===== src/rtl/noc_packet_sink_if.sv =====
// Flit ejection and payload delivery bundle for the packet sink.
// Pure wiring, no latency of its own.
// Flits back-pressure with flit_ready; payload beats back-pressure with pkt_ready.
interface noc_packet_sink_if #(
  parameter int NOC_DW = 64,
  parameter int ID_X_W = 2,
  parameter int ID_Y_W = 2
);
  logic              flit_valid;
  logic [NOC_DW+1:0] flit_in;
  logic              flit_ready;
  logic              pkt_valid;
  logic              pkt_ready;
  logic [NOC_DW-1:0] pkt_data;
  logic              pkt_last;
  logic              pkt_err;
  logic [ID_X_W-1:0] pkt_src_x;
  logic [ID_Y_W-1:0] pkt_src_y;
  logic              err_valid;
  logic [2:0]        err_code;
  logic [15:0]       pkt_count;
  logic [7:0]        err_count;

  // Router / consumer side: drives flits and consumes payload beats.
  modport master (
    output flit_valid, flit_in, pkt_ready,
    input  flit_ready, pkt_valid, pkt_data, pkt_last, pkt_err,
    input  pkt_src_x, pkt_src_y, err_valid, err_code, pkt_count, err_count
  );

  // Sink side: accepts flits and produces payload beats and status.
  modport slave (
    input  flit_valid, flit_in, pkt_ready,
    output flit_ready, pkt_valid, pkt_data, pkt_last, pkt_err,
    output pkt_src_x, pkt_src_y, err_valid, err_code, pkt_count, err_count
  );
endinterface


===== src/rtl/noc_packet_sink.sv =====
// Ejection network interface: checks framing/routing of flits, delivers payload beats.
// Latency: a data flit accepted at edge k is visible on pkt_valid after edge k.
// Backpressure: flit_ready drops while the payload FIFO is full, stalling every flit type.
module noc_packet_sink #(
  parameter int NOC_DW     = 64,
  parameter int ID_X_W     = 2,
  parameter int ID_Y_W     = 2,
  parameter int LEN_W      = 8,
  parameter int X_ID       = 0,
  parameter int Y_ID       = 0,
  parameter int FIFO_DEPTH = 4,
  parameter int MARK_W     = 4
) (
  input  logic               noc_clk,
  input  logic               noc_rst,
  noc_packet_sink_if.slave   bus
);

  localparam int AW = $clog2(FIFO_DEPTH);
  localparam int CW = AW + 1;

  // Header/tail field positions, MSB first after the leading marker.
  localparam int HM_LSB  = NOC_DW - MARK_W;
  localparam int SX_LSB  = HM_LSB - ID_X_W;
  localparam int SY_LSB  = SX_LSB - ID_Y_W;
  localparam int DX_LSB  = SY_LSB - ID_X_W;
  localparam int DY_LSB  = DX_LSB - ID_Y_W;
  localparam int LEN_LSB = DY_LSB - LEN_W;

  localparam logic [MARK_W-1:0] HEAD_H = MARK_W'(4'hA);
  localparam logic [MARK_W-1:0] HEAD_E = MARK_W'(4'h5);
  localparam logic [MARK_W-1:0] TAIL_H = MARK_W'(4'hC);
  localparam logic [MARK_W-1:0] TAIL_E = MARK_W'(4'h3);

  localparam logic [2:0] E_NONE     = 3'd0;
  localparam logic [2:0] E_STRAY    = 3'd1;
  localparam logic [2:0] E_BAD_HEAD = 3'd2;
  localparam logic [2:0] E_MISROUTE = 3'd3;
  localparam logic [2:0] E_SHORT    = 3'd4;
  localparam logic [2:0] E_BAD_TAIL = 3'd5;

  typedef enum logic [1:0] {IDLE, PAYLOAD, TAIL, DROP} state_t;

  typedef struct packed {
    logic [NOC_DW-1:0] data;
    logic              last;
    logic              err;
    logic [ID_X_W-1:0] sx;
    logic [ID_Y_W-1:0] sy;
  } entry_t;

  state_t            state_q, state_d;
  logic [ID_X_W-1:0] src_x_q, src_x_d;
  logic [ID_Y_W-1:0] src_y_q, src_y_d;
  logic [LEN_W-1:0]  len_q, len_d;
  logic [LEN_W-1:0]  beat_cnt_q, beat_cnt_d;
  logic              err_valid_q;
  logic [2:0]        err_code_q, err_d;
  logic [15:0]       pkt_cnt_q;
  logic [7:0]        err_cnt_q;
  logic              pkt_done;

  entry_t            mem_q [FIFO_DEPTH];
  logic [AW-1:0]     wr_q, rd_q;
  logic [CW-1:0]     cnt_q;
  logic              fifo_full, push, pop;
  entry_t            push_ent, rd_ent;

  // Flit decode.
  logic              is_hdr, is_tl, flit_acc;
  logic [NOC_DW-1:0] f_data;
  logic [ID_X_W-1:0] f_sx, f_dx;
  logic [ID_Y_W-1:0] f_sy, f_dy;
  logic [LEN_W-1:0]  f_len;
  logic              head_ok, tail_ok, dst_ok, src_ok, is_last;

  assign is_hdr   = bus.flit_in[NOC_DW+1];
  assign is_tl    = bus.flit_in[NOC_DW];
  assign f_data   = bus.flit_in[NOC_DW-1:0];
  assign f_sx     = f_data[SX_LSB +: ID_X_W];
  assign f_sy     = f_data[SY_LSB +: ID_Y_W];
  assign f_dx     = f_data[DX_LSB +: ID_X_W];
  assign f_dy     = f_data[DY_LSB +: ID_Y_W];
  assign f_len    = f_data[LEN_LSB +: LEN_W];
  assign head_ok  = (f_data[HM_LSB +: MARK_W] == HEAD_H) && (f_data[MARK_W-1:0] == HEAD_E);
  assign tail_ok  = (f_data[HM_LSB +: MARK_W] == TAIL_H) && (f_data[MARK_W-1:0] == TAIL_E);
  assign dst_ok   = (f_dx == ID_X_W'(X_ID)) && (f_dy == ID_Y_W'(Y_ID));
  assign src_ok   = (f_sx == src_x_q) && (f_sy == src_y_q);
  assign is_last  = (beat_cnt_q == len_q - LEN_W'(1));

  assign fifo_full      = (cnt_q == CW'(FIFO_DEPTH));
  assign bus.flit_ready = !fifo_full && !noc_rst;
  assign flit_acc       = bus.flit_valid && bus.flit_ready;
  assign pop            = (cnt_q != '0) && bus.pkt_ready;

  // Next-state, FIFO push and error classification for the accepted flit.
  always_comb begin
    state_d    = state_q;
    src_x_d    = src_x_q;
    src_y_d    = src_y_q;
    len_d      = len_q;
    beat_cnt_d = beat_cnt_q;
    push       = 1'b0;
    push_ent   = '0;
    err_d      = E_NONE;
    pkt_done   = 1'b0;
    if (flit_acc) begin
      unique case (state_q)
        IDLE: begin
          if (!is_hdr) begin
            err_d = E_STRAY;
          end else if (is_tl || !head_ok) begin
            err_d   = E_BAD_HEAD;
            state_d = is_tl ? IDLE : DROP;
          end else if (!dst_ok) begin
            err_d   = E_MISROUTE;
            state_d = DROP;
          end else begin
            src_x_d    = f_sx;
            src_y_d    = f_sy;
            len_d      = f_len;
            beat_cnt_d = '0;
            state_d    = (f_len == '0) ? TAIL : PAYLOAD;
          end
        end
        PAYLOAD: begin
          push        = 1'b1;
          push_ent.sx = src_x_q;
          push_ent.sy = src_y_q;
          if (is_tl || is_hdr) begin
            // Early framing: close the stream with an abort terminator.
            err_d         = E_SHORT;
            push_ent.last = 1'b1;
            push_ent.err  = 1'b1;
            state_d       = is_tl ? IDLE : DROP;
          end else begin
            push_ent.data = f_data;
            push_ent.last = is_last;
            beat_cnt_d    = beat_cnt_q + LEN_W'(1);
            if (is_last) state_d = TAIL;
          end
        end
        TAIL: begin
          if (is_tl && tail_ok && src_ok) begin
            pkt_done = 1'b1;
            state_d  = IDLE;
          end else begin
            err_d   = E_BAD_TAIL;
            state_d = is_tl ? IDLE : DROP;
          end
        end
        DROP: begin
          if (is_tl) state_d = IDLE;
        end
        default: state_d = IDLE;
      endcase
    end
  end

  // Packet FSM, error reporting and counters.
  always_ff @(posedge noc_clk) begin
    if (noc_rst) begin
      state_q     <= IDLE;
      src_x_q     <= '0;
      src_y_q     <= '0;
      len_q       <= '0;
      beat_cnt_q  <= '0;
      err_valid_q <= 1'b0;
      err_code_q  <= E_NONE;
      pkt_cnt_q   <= '0;
      err_cnt_q   <= '0;
    end else begin
      state_q     <= state_d;
      src_x_q     <= src_x_d;
      src_y_q     <= src_y_d;
      len_q       <= len_d;
      beat_cnt_q  <= beat_cnt_d;
      err_valid_q <= (err_d != E_NONE);
      if (err_d != E_NONE) begin
        err_code_q <= err_d;
        if (err_cnt_q != 8'hFF) err_cnt_q <= err_cnt_q + 8'd1;
      end
      if (pkt_done) pkt_cnt_q <= pkt_cnt_q + 16'd1;
    end
  end

  // Payload FIFO pointers and occupancy; push never happens while full.
  always_ff @(posedge noc_clk) begin
    if (noc_rst) begin
      wr_q  <= '0;
      rd_q  <= '0;
      cnt_q <= '0;
    end else begin
      if (push) wr_q <= wr_q + AW'(1);
      if (pop)  rd_q <= rd_q + AW'(1);
      if (push && !pop)      cnt_q <= cnt_q + CW'(1);
      else if (!push && pop) cnt_q <= cnt_q - CW'(1);
    end
  end

  // Payload storage; contents are don't-care until the pointers cover them.
  always_ff @(posedge noc_clk) begin
    if (push) mem_q[wr_q] <= push_ent;
  end

  assign rd_ent        = mem_q[rd_q];
  assign bus.pkt_valid = (cnt_q != '0);
  assign bus.pkt_data  = rd_ent.data;
  assign bus.pkt_last  = rd_ent.last;
  assign bus.pkt_err   = rd_ent.err;
  assign bus.pkt_src_x = rd_ent.sx;
  assign bus.pkt_src_y = rd_ent.sy;
  assign bus.err_valid = err_valid_q;
  assign bus.err_code  = err_code_q;
  assign bus.pkt_count = pkt_cnt_q;
  assign bus.err_count = err_cnt_q;

endmodule


===== src/flat_wrapper.sv =====
// flat-port wrapper written by rule: the top's interface ports become plain ports
module noc_packet_sink_flat 
#(
  parameter int NOC_DW     = 64,
  parameter int ID_X_W     = 2,
  parameter int ID_Y_W     = 2,
  parameter int LEN_W      = 8,
  parameter int X_ID       = 0,
  parameter int Y_ID       = 0,
  parameter int FIFO_DEPTH = 4,
  parameter int MARK_W     = 4
)
  (noc_clk, noc_rst, bus_flit_valid, bus_flit_in, bus_pkt_ready, bus_flit_ready, bus_pkt_valid, bus_pkt_data, bus_pkt_last, bus_pkt_err, bus_pkt_src_x, bus_pkt_src_y, bus_err_valid, bus_err_code, bus_pkt_count, bus_err_count);
  noc_packet_sink_if #(.NOC_DW(NOC_DW), .ID_X_W(ID_X_W), .ID_Y_W(ID_Y_W)) bus_i ();
  input  logic noc_clk;
  input  logic noc_rst;
  input wire logic [$bits(bus_i.flit_valid)-1:0] bus_flit_valid;
  input wire logic [$bits(bus_i.flit_in)-1:0] bus_flit_in;
  input wire logic [$bits(bus_i.pkt_ready)-1:0] bus_pkt_ready;
  output wire logic [$bits(bus_i.flit_ready)-1:0] bus_flit_ready;
  output wire logic [$bits(bus_i.pkt_valid)-1:0] bus_pkt_valid;
  output wire logic [$bits(bus_i.pkt_data)-1:0] bus_pkt_data;
  output wire logic [$bits(bus_i.pkt_last)-1:0] bus_pkt_last;
  output wire logic [$bits(bus_i.pkt_err)-1:0] bus_pkt_err;
  output wire logic [$bits(bus_i.pkt_src_x)-1:0] bus_pkt_src_x;
  output wire logic [$bits(bus_i.pkt_src_y)-1:0] bus_pkt_src_y;
  output wire logic [$bits(bus_i.err_valid)-1:0] bus_err_valid;
  output wire logic [$bits(bus_i.err_code)-1:0] bus_err_code;
  output wire logic [$bits(bus_i.pkt_count)-1:0] bus_pkt_count;
  output wire logic [$bits(bus_i.err_count)-1:0] bus_err_count;
  assign bus_i.flit_valid = bus_flit_valid;
  assign bus_i.flit_in = bus_flit_in;
  assign bus_i.pkt_ready = bus_pkt_ready;
  assign bus_flit_ready = bus_i.flit_ready;
  assign bus_pkt_valid = bus_i.pkt_valid;
  assign bus_pkt_data = bus_i.pkt_data;
  assign bus_pkt_last = bus_i.pkt_last;
  assign bus_pkt_err = bus_i.pkt_err;
  assign bus_pkt_src_x = bus_i.pkt_src_x;
  assign bus_pkt_src_y = bus_i.pkt_src_y;
  assign bus_err_valid = bus_i.err_valid;
  assign bus_err_code = bus_i.err_code;
  assign bus_pkt_count = bus_i.pkt_count;
  assign bus_err_count = bus_i.err_count;
  noc_packet_sink #(.NOC_DW(NOC_DW), .ID_X_W(ID_X_W), .ID_Y_W(ID_Y_W), .LEN_W(LEN_W), .X_ID(X_ID), .Y_ID(Y_ID), .FIFO_DEPTH(FIFO_DEPTH), .MARK_W(MARK_W)) u_core (.noc_clk(noc_clk), .noc_rst(noc_rst), .bus(bus_i));
endmodule

===== config.mk =====
export PLATFORM = sky130hd
export DESIGN_NAME = noc_packet_sink_flat
export DESIGN_NICKNAME = d
export VERILOG_FILES = /design/src/rtl/noc_packet_sink_if.sv /design/src/rtl/noc_packet_sink.sv /design/src/flat_wrapper.sv
export SDC_FILE = /design/constraint.sdc
export NUM_CORES = 1
export LEC_CHECK = 0
export BUFFER_PORTS_ARGS = -buffer_cell sky130_fd_sc_hd__buf_2
export CAP_MARGIN = 5
export CORE_MARGIN = 1
export CORE_UTILIZATION = 35
export DETAILED_ROUTE_END_ITERATION = 8
export PLACE_DENSITY_LB_ADDON = 0.1
export SETUP_SLACK_MARGIN = 0.02
export SLEW_MARGIN = 10
export SYNTH_ARGS = -nofsm -noshare
export SYNTH_HDL_FRONTEND = slang
export SYNTH_SLANG_ARGS = --single-unit

===== constraint.sdc =====
create_clock -name noc_clk -period 5.53 [get_ports noc_clk]
set_clock_uncertainty 0.05 [all_clocks]
set_input_delay 0.553 -clock noc_clk [delete_from_list [all_inputs] [get_ports noc_clk]]
set_output_delay 0.553 -clock noc_clk [all_outputs]
set_load 0.01 [all_outputs]

# After elaboration in Yosys (flattened, before gate mapping)
# Memories as Yosys holds them, arrays and structs flattened. A register that Yosys moved wholly into a read port is not among the register bits.
# Index checks and enable logic that the tools add are counted.
op_classes:
  n_mux: 38
  reduce_logical: 30
  bitwise: 1
  eq_ne: 18
  add_sub_neg: 8
ops:
  columns: ["op", "count"]
  rows:
  - ["2-to-1 mux 70 bit", 2]
  - ["2-to-1 mux 64 bit", 1]
  - ["2-to-1 mux 8 bit", 4]
  - ["2-to-1 mux 2 bit", 12]
  - ["2-to-1 mux 3 bit", 7]
  - ["adder 16 x 1 -> 16 bit (second input constant)", 1]
  - ["adder 8 x 1 -> 8 bit (second input constant)", 2]
  - ["case mux 8 bit (2 select lines)", 1]
  - ["logical AND 1 bit", 11]
  - ["2-to-1 mux 1 bit", 9]
  - ["case mux 3 bit (3 select lines)", 1]
  - ["== test 4 bit (second input constant)", 2]
  - ["== test 8 bit", 1]
  - ["zero test 8 bit", 1]
  - ["inequality test 2 bit (second input constant)", 4]
  - ["inequality test 8 bit (second input constant)", 1]
  - ["case mux 2 bit (4 select lines)", 1]
  - ["subtractor 8 x 1 -> 8 bit (second input constant)", 1]
  - ["zero test 2 bit", 3]
  - ["AND reduction 6 bit", 1]
  - ["nonzero test 3 bit", 2]
  - ["zero test 1 bit", 5]
  - ["AND reduction 5 bit", 1]
  - ["adder 2 x 1 -> 2 bit (second input constant)", 2]
  - ["15 further kinds", 19]
word_totals:
  ramBits: 280
  input_bits: 70
  output_inout_bits: 100
  reg_bits: 57
  memories: 1
mem_list:
  columns: ["name", "words", "width", "rd", "rd_clocked_by_memory_dff", "wr", "line", "source"]
  rows:
  - ["u_core.mem_q", 4, 70, 1, 1, 1, "noc_packet_sink.sv:63", "entry_t mem_q [FIFO_DEPTH];"]

# Depth between registers and ports, before layout
depth:
  ltp_word: 10
  ltp_mapped: 11
  ltp_nobuf: 10

# Least setup slack after synthesis
# No wires, ideal clock.
synth_path:
  path_kind: "input port to flip-flop"
  from: "input noc_rst"
  to: "memory u_core.mem_q[0][0] (netlist name) (enable)"
  setup_slack_ns: 1.859
  setup_ns: 0.436
  arrival_time_ns: 3.186
  cell_stages: 6
  cell_sequence: "clkbuf_1 -> nor2_1 -> nand2_1 -> nor2_1 -> clkbuf_1 -> and2_1"
synth_between:
  elab_chain_len: 6
synth_lines:
  columns: ["item", "line", "source"]
  rows:
  - ["start: declaration", "flat_wrapper.sv:16", "input logic noc_rst;"]
  - ["zero test 1 bit", "noc_packet_sink.sv:92", "assign bus.flit_ready = !fifo_full && !noc_rst;"]
  - ["logical AND 1 bit", "noc_packet_sink.sv:92", null]
  - ["via bus_flit_ready", "flat_wrapper.sv:20", "output wire logic [$bits(bus_i.flit_ready)-1:0] bus_flit_ready;"]
  - ["logical AND 1 bit", "noc_packet_sink.sv:93", "assign flit_acc = bus.flit_valid && bus.flit_ready;"]
  - ["2-to-1 mux 1 bit", "noc_packet_sink.sv:107", "if (flit_acc) begin"]
  - ["via u_core.push", "noc_packet_sink.sv:66", "logic fifo_full, push, pop;"]
  - ["2-to-1 mux 1 bit", "noc_packet_sink.sv:203", "if (push) mem_q[wr_q] <= push_ent;"]
  - ["2-to-1 mux 1 bit (not written as such)", "noc_packet_sink.sv:203", null]
  - ["end: declaration", "noc_packet_sink.sv:63", null]
# The timed path passes the listed nets, and every way through them passes these cells.

# Worst setup path in the final report
layout_path:
  from: "register u_core.cnt_q[0]"
  to: "memory u_core.mem_q[3][42] (netlist name) (enable)"
layout_between:
  elab_chain_len: 7
layout_lines:
  columns: ["item", "line", "source"]
  rows:
  - ["start: declaration", "noc_packet_sink.sv:65", "logic [CW-1:0] cnt_q;"]
  - ["start signal: assignment", "noc_packet_sink.sv:196", "if (push && !pop) cnt_q <= cnt_q + CW'(1);"]
  - ["start signal: assignment", "noc_packet_sink.sv:197", "else if (!push && pop) cnt_q <= cnt_q - CW'(1);"]
  - ["== test 3 bit", "noc_packet_sink.sv:91", "assign fifo_full = (cnt_q == CW'(FIFO_DEPTH));"]
  - ["zero test 1 bit", "noc_packet_sink.sv:92", null]
  - ["logical AND 1 bit", "noc_packet_sink.sv:92", null]
  - ["logical AND 1 bit", "noc_packet_sink.sv:93", null]
  - ["2-to-1 mux 1 bit", "noc_packet_sink.sv:107", null]
  - ["2-to-1 mux 1 bit", "noc_packet_sink.sv:203", null]
  - ["2-to-1 mux 1 bit (not written as such)", "noc_packet_sink.sv:203", null]
# No other way between the ends.

==> impl_metrics.py <==
metrics = {
    "grt": {
        "grt_pass1_wl_um": 46700,
        "antenna_found_initial": 4,
        "grt_use_total": 0.157,
        "grt_max_degree": 66,
        "overflow": 0,
        "grt_pass1_vias": 7684,
    },
    "critical_path": {
        "endpoint": "u_core.mem_q[3][42]",
        "endpoint_kind": "flop",
        "crit_arrival_ns": 3.39,
        "worstPathMaxFanout": 54,
        "regToRegSetupSlack_ns": 2.28,
        "worstPathRequired_ns": 5.67,
        "start_kind": "flop",
        "path_class": "reg2reg",
        "crit_path_start": "u_core.cnt_q[0]",
        "r2r_start": "u_core.cnt_q[0]",
        "r2r_end": "u_core.mem_q[3][42]",
        "r2r.worst_path.cells": 6,
    },
    "synthesis": {
        "yosysTopAreaCell": "edfxtp_1",
        "synth_edf_count": 280,
        "yosysSeqAreaShare": 0.705,
        "synth_area_per_cell_um2": 16.6,
        "syn_nets": 898,
        "synth.area.top_cells": "edfxtp_1 (62%), mux4_2 (12%), dfxtp_1 (8.7%)",
        "synthFlopType": "edfxtp_1",
        "synth_cell_types": 52,
        "ys_warn_count": 0,
        "syn_area_um2": 13600,
        "synth_seq_cells": 339,
        "synth_top_cell_area_share": 0.618,
        "syn_inst": 818,
        "synthArstFlopShare": 0,
    },
    "sta": {
        "finalHoldViolCount": 0,
        "maxSlewViolCount": 0,
        "rsz0062_at_grt": "no",
        "min_period_ns": 3.25,
        "fin_crit_sh": 0.589,
        "max_freq_ghz": 0.307,
        "relSlewSlack": 0.335,
        "setup_tns_ns": 0,
        "worst_pin_slew_ns": 0.998,
        "setup_viol": 0,
    },
    "clock_tree": {
        "clock_sinks": 339,
        "cts.reportedPaths.clkPinSlew_ns": 0.06,
        "cts_resized": 0,
        "postCtsHoldBufs": 0,
        "htreeDepth": 2,
        "cts-root-buf": "clkbuf_16",
        "cts.path.max_buffers": 3,
        "cts_inserted_buffers": 38,
        "clock_latency_ns": 0.51,
        "cts_setup_buffers": 0,
        "cts_tree": "built",
    },
    "floorplan": {
        "core_um2": 37900,
        "placementRows": 71,
        "dieHeight_um": 199,
        "pin_count": 170,
        "initial_core_util": 0.359,
        "dieWidth_um": 199,
        "dieArea_um2": 39700,
    },
    "route": {
        "drtIter0Drc": 502,
        "wl_per_cell_um": 20.2,
        "drt-vias-per-instance": 5.01,
        "route.met3.wl_um": 1610,
        "maxUsedRoutingLayer": "met5",
        "drc_errors": 0,
        "num_vias": 7669,
        "drt_first_pass_iters": 4,
        "met1_length_um": 14300,
        "routed_wl_um": 31000,
        "wl_met2_um": 14400,
        "drtAntennaViolNets": 0,
    },
    "power": {
        "powerDensity_nw_per_um2": 359,
        "pwr-share-comb": 0.105,
        "ir_drop_mv": 0.192,
        "p_leak_nw": 5.42,
        "p_sw_frac": 0.233,
        "p_seq_frac": 0.495,
        "power_frac_clock": 0.400,
        "p_sw_w": 0.00135,
        "internal_power_w": 0.00445,
    },
    "place": {
        "dpl.cell_count": 1464,
        "dp.final_hpwl_um": 18600,
        "place_congestion": 0.759,
        "io_buffers": 169,
    },
    "run": {
        "max_cap_violations": 0,
    },
    "cells_and_area": {
        "instances_no_fill": 1530,
        "nets": 1073,
        "diodes": 0,
        "drive_above_1_share": 0.307,
        "area_growth_pct": 18.9,
    },
    "worst_hold_path": {
        "hold_class": "in2reg",
    },
    "status": {
        "status": "finished clean",
    },
}
-- synthesized netlist by cell type (3+ instances only) --
cell	n
a21oi_1	24
nor3_1	21
buf_1	10
o31ai_1	4
mux4_2	70
nor4b_1	6
and2_1	11
nand2_1	43
ha_1	9
xor2_1	12
or3_1	4
nand2b_1	3
edfxtp_1	280
nor2_1	36
xnor2_1	23
inv_1	15
dfxtp_1	59
clkbuf_1	31
mux2i_1	6
nor4_1	7
o31a_1	3
o21ai_0	9
nand4_1	6
nand3_1	20
and3_1	73
-- placed cells by master (no fill, tap or decap), drive strengths merged, types with 11 or more instances in the layout --
cell	n
and3	73
buf	178
clkbuf	51
nand3	20
nor3	21
dfxtp	59
and2	11
inv	17
clkinv	12
xor2	12
a21oi	24
edfxtp	280
nor2	36
mux4	70
nand2	43
xnor2	23
-- logic make-up after synthesis --
group | after synthesis | share of synthesized area
buf+inv | 59 | 0.0169
flops | 339 | 0.705
simple gates | 244 | 0.0997
compound gates | 53 | 0.0244
fa+ha+maj | 10 | 0.00975
xor+xnor | 35 | 0.0225
mux | 78 | 0.122
-- critical path: stages, from the launching register on --
cell	delay, ns
dfxtp_1	0.42
nor3b_2	0.13
nor2_1	0.13
nand2_1	0.15
nor2_4	0.73
and2_4	0.87
buf_4	0.41
-- per-stage QoR --
stage	instance area, um2	total power (W)	worst slack, ns	hold WS, ns	utilization
2_1_floorplan	13600	0.00329	1.86	0.394	-
6_report	16200	0.00581	2.28	0.263	0.426
3_3_place_gp	15000	0.00356	2.11	0.415	0.396
3_5_place_dp	15000	0.00356	2.06	0.416	0.396
5_1_grt	16200	0.00604	2.02	0.254	0.426
4_1_cts	16200	0.00591	2.15	0.251	0.426
-- flip-flops by register name, summed over array words and instances (netlist names), 3 cells and up, named ones only --
signal / flops
u_core.bus.err_code: 3
u_core.cnt_q: 3
u_core.beat_cnt_q: 8
u_core.mem_q: 280
u_core.len_q: 8
u_core.bus.pkt_count: 16
u_core.bus.err_count: 8
-- cell type report --
type | instances | area, um2
well taps | 511 | 639
fillers | 3457 | 21800
flip-flops and latches | 339 | 9600
multi-input cells | 420 | 3810
clock inverters | 15 | 98.8
inverters | 16 | 60.1
clock buffers | 51 | 1040
repair buffers | 178 | 926
-- worst min path at each step --
stage                               start         endpoint  slack, ns  cells after the start
after floorplan           u_core.len_q[7]  u_core.len_q[7]       0.39                      2
after global placement    u_core.len_q[1]  u_core.len_q[1]       0.41                      2
final                     bus_flit_in[47]  u_core.len_q[3]       0.26                      3
after detailed placement  u_core.len_q[1]  u_core.len_q[1]       0.42                      2
after CTS                 bus_flit_in[46]  u_core.len_q[2]       0.25                      3
after global routing      bus_flit_in[46]  u_core.len_q[2]       0.25                      3
-- layer usage --
layer  global-route usage  vias to the layer above
li1                     -                     3555
met1                0.220                     3885
met2                0.246                      175
met4               0.0399                        8
met3               0.0348                       46
met5                    0                        -
-- power groups by stage --
stage / sequential, W / combinational, W / clock (W)
final: 0.00287 / 0.000609 / 0.00233
after global placement: 0.00293 / 0.000626 / 0
after floorplan: 0.00286 / 0.000430 / 0
after global routing: 0.00289 / 0.000664 / 0.00249
after detailed placement: 0.00293 / 0.000626 / 0
after CTS: 0.00288 / 0.000628 / 0.00240
Power figures use the tool's default switching activity.
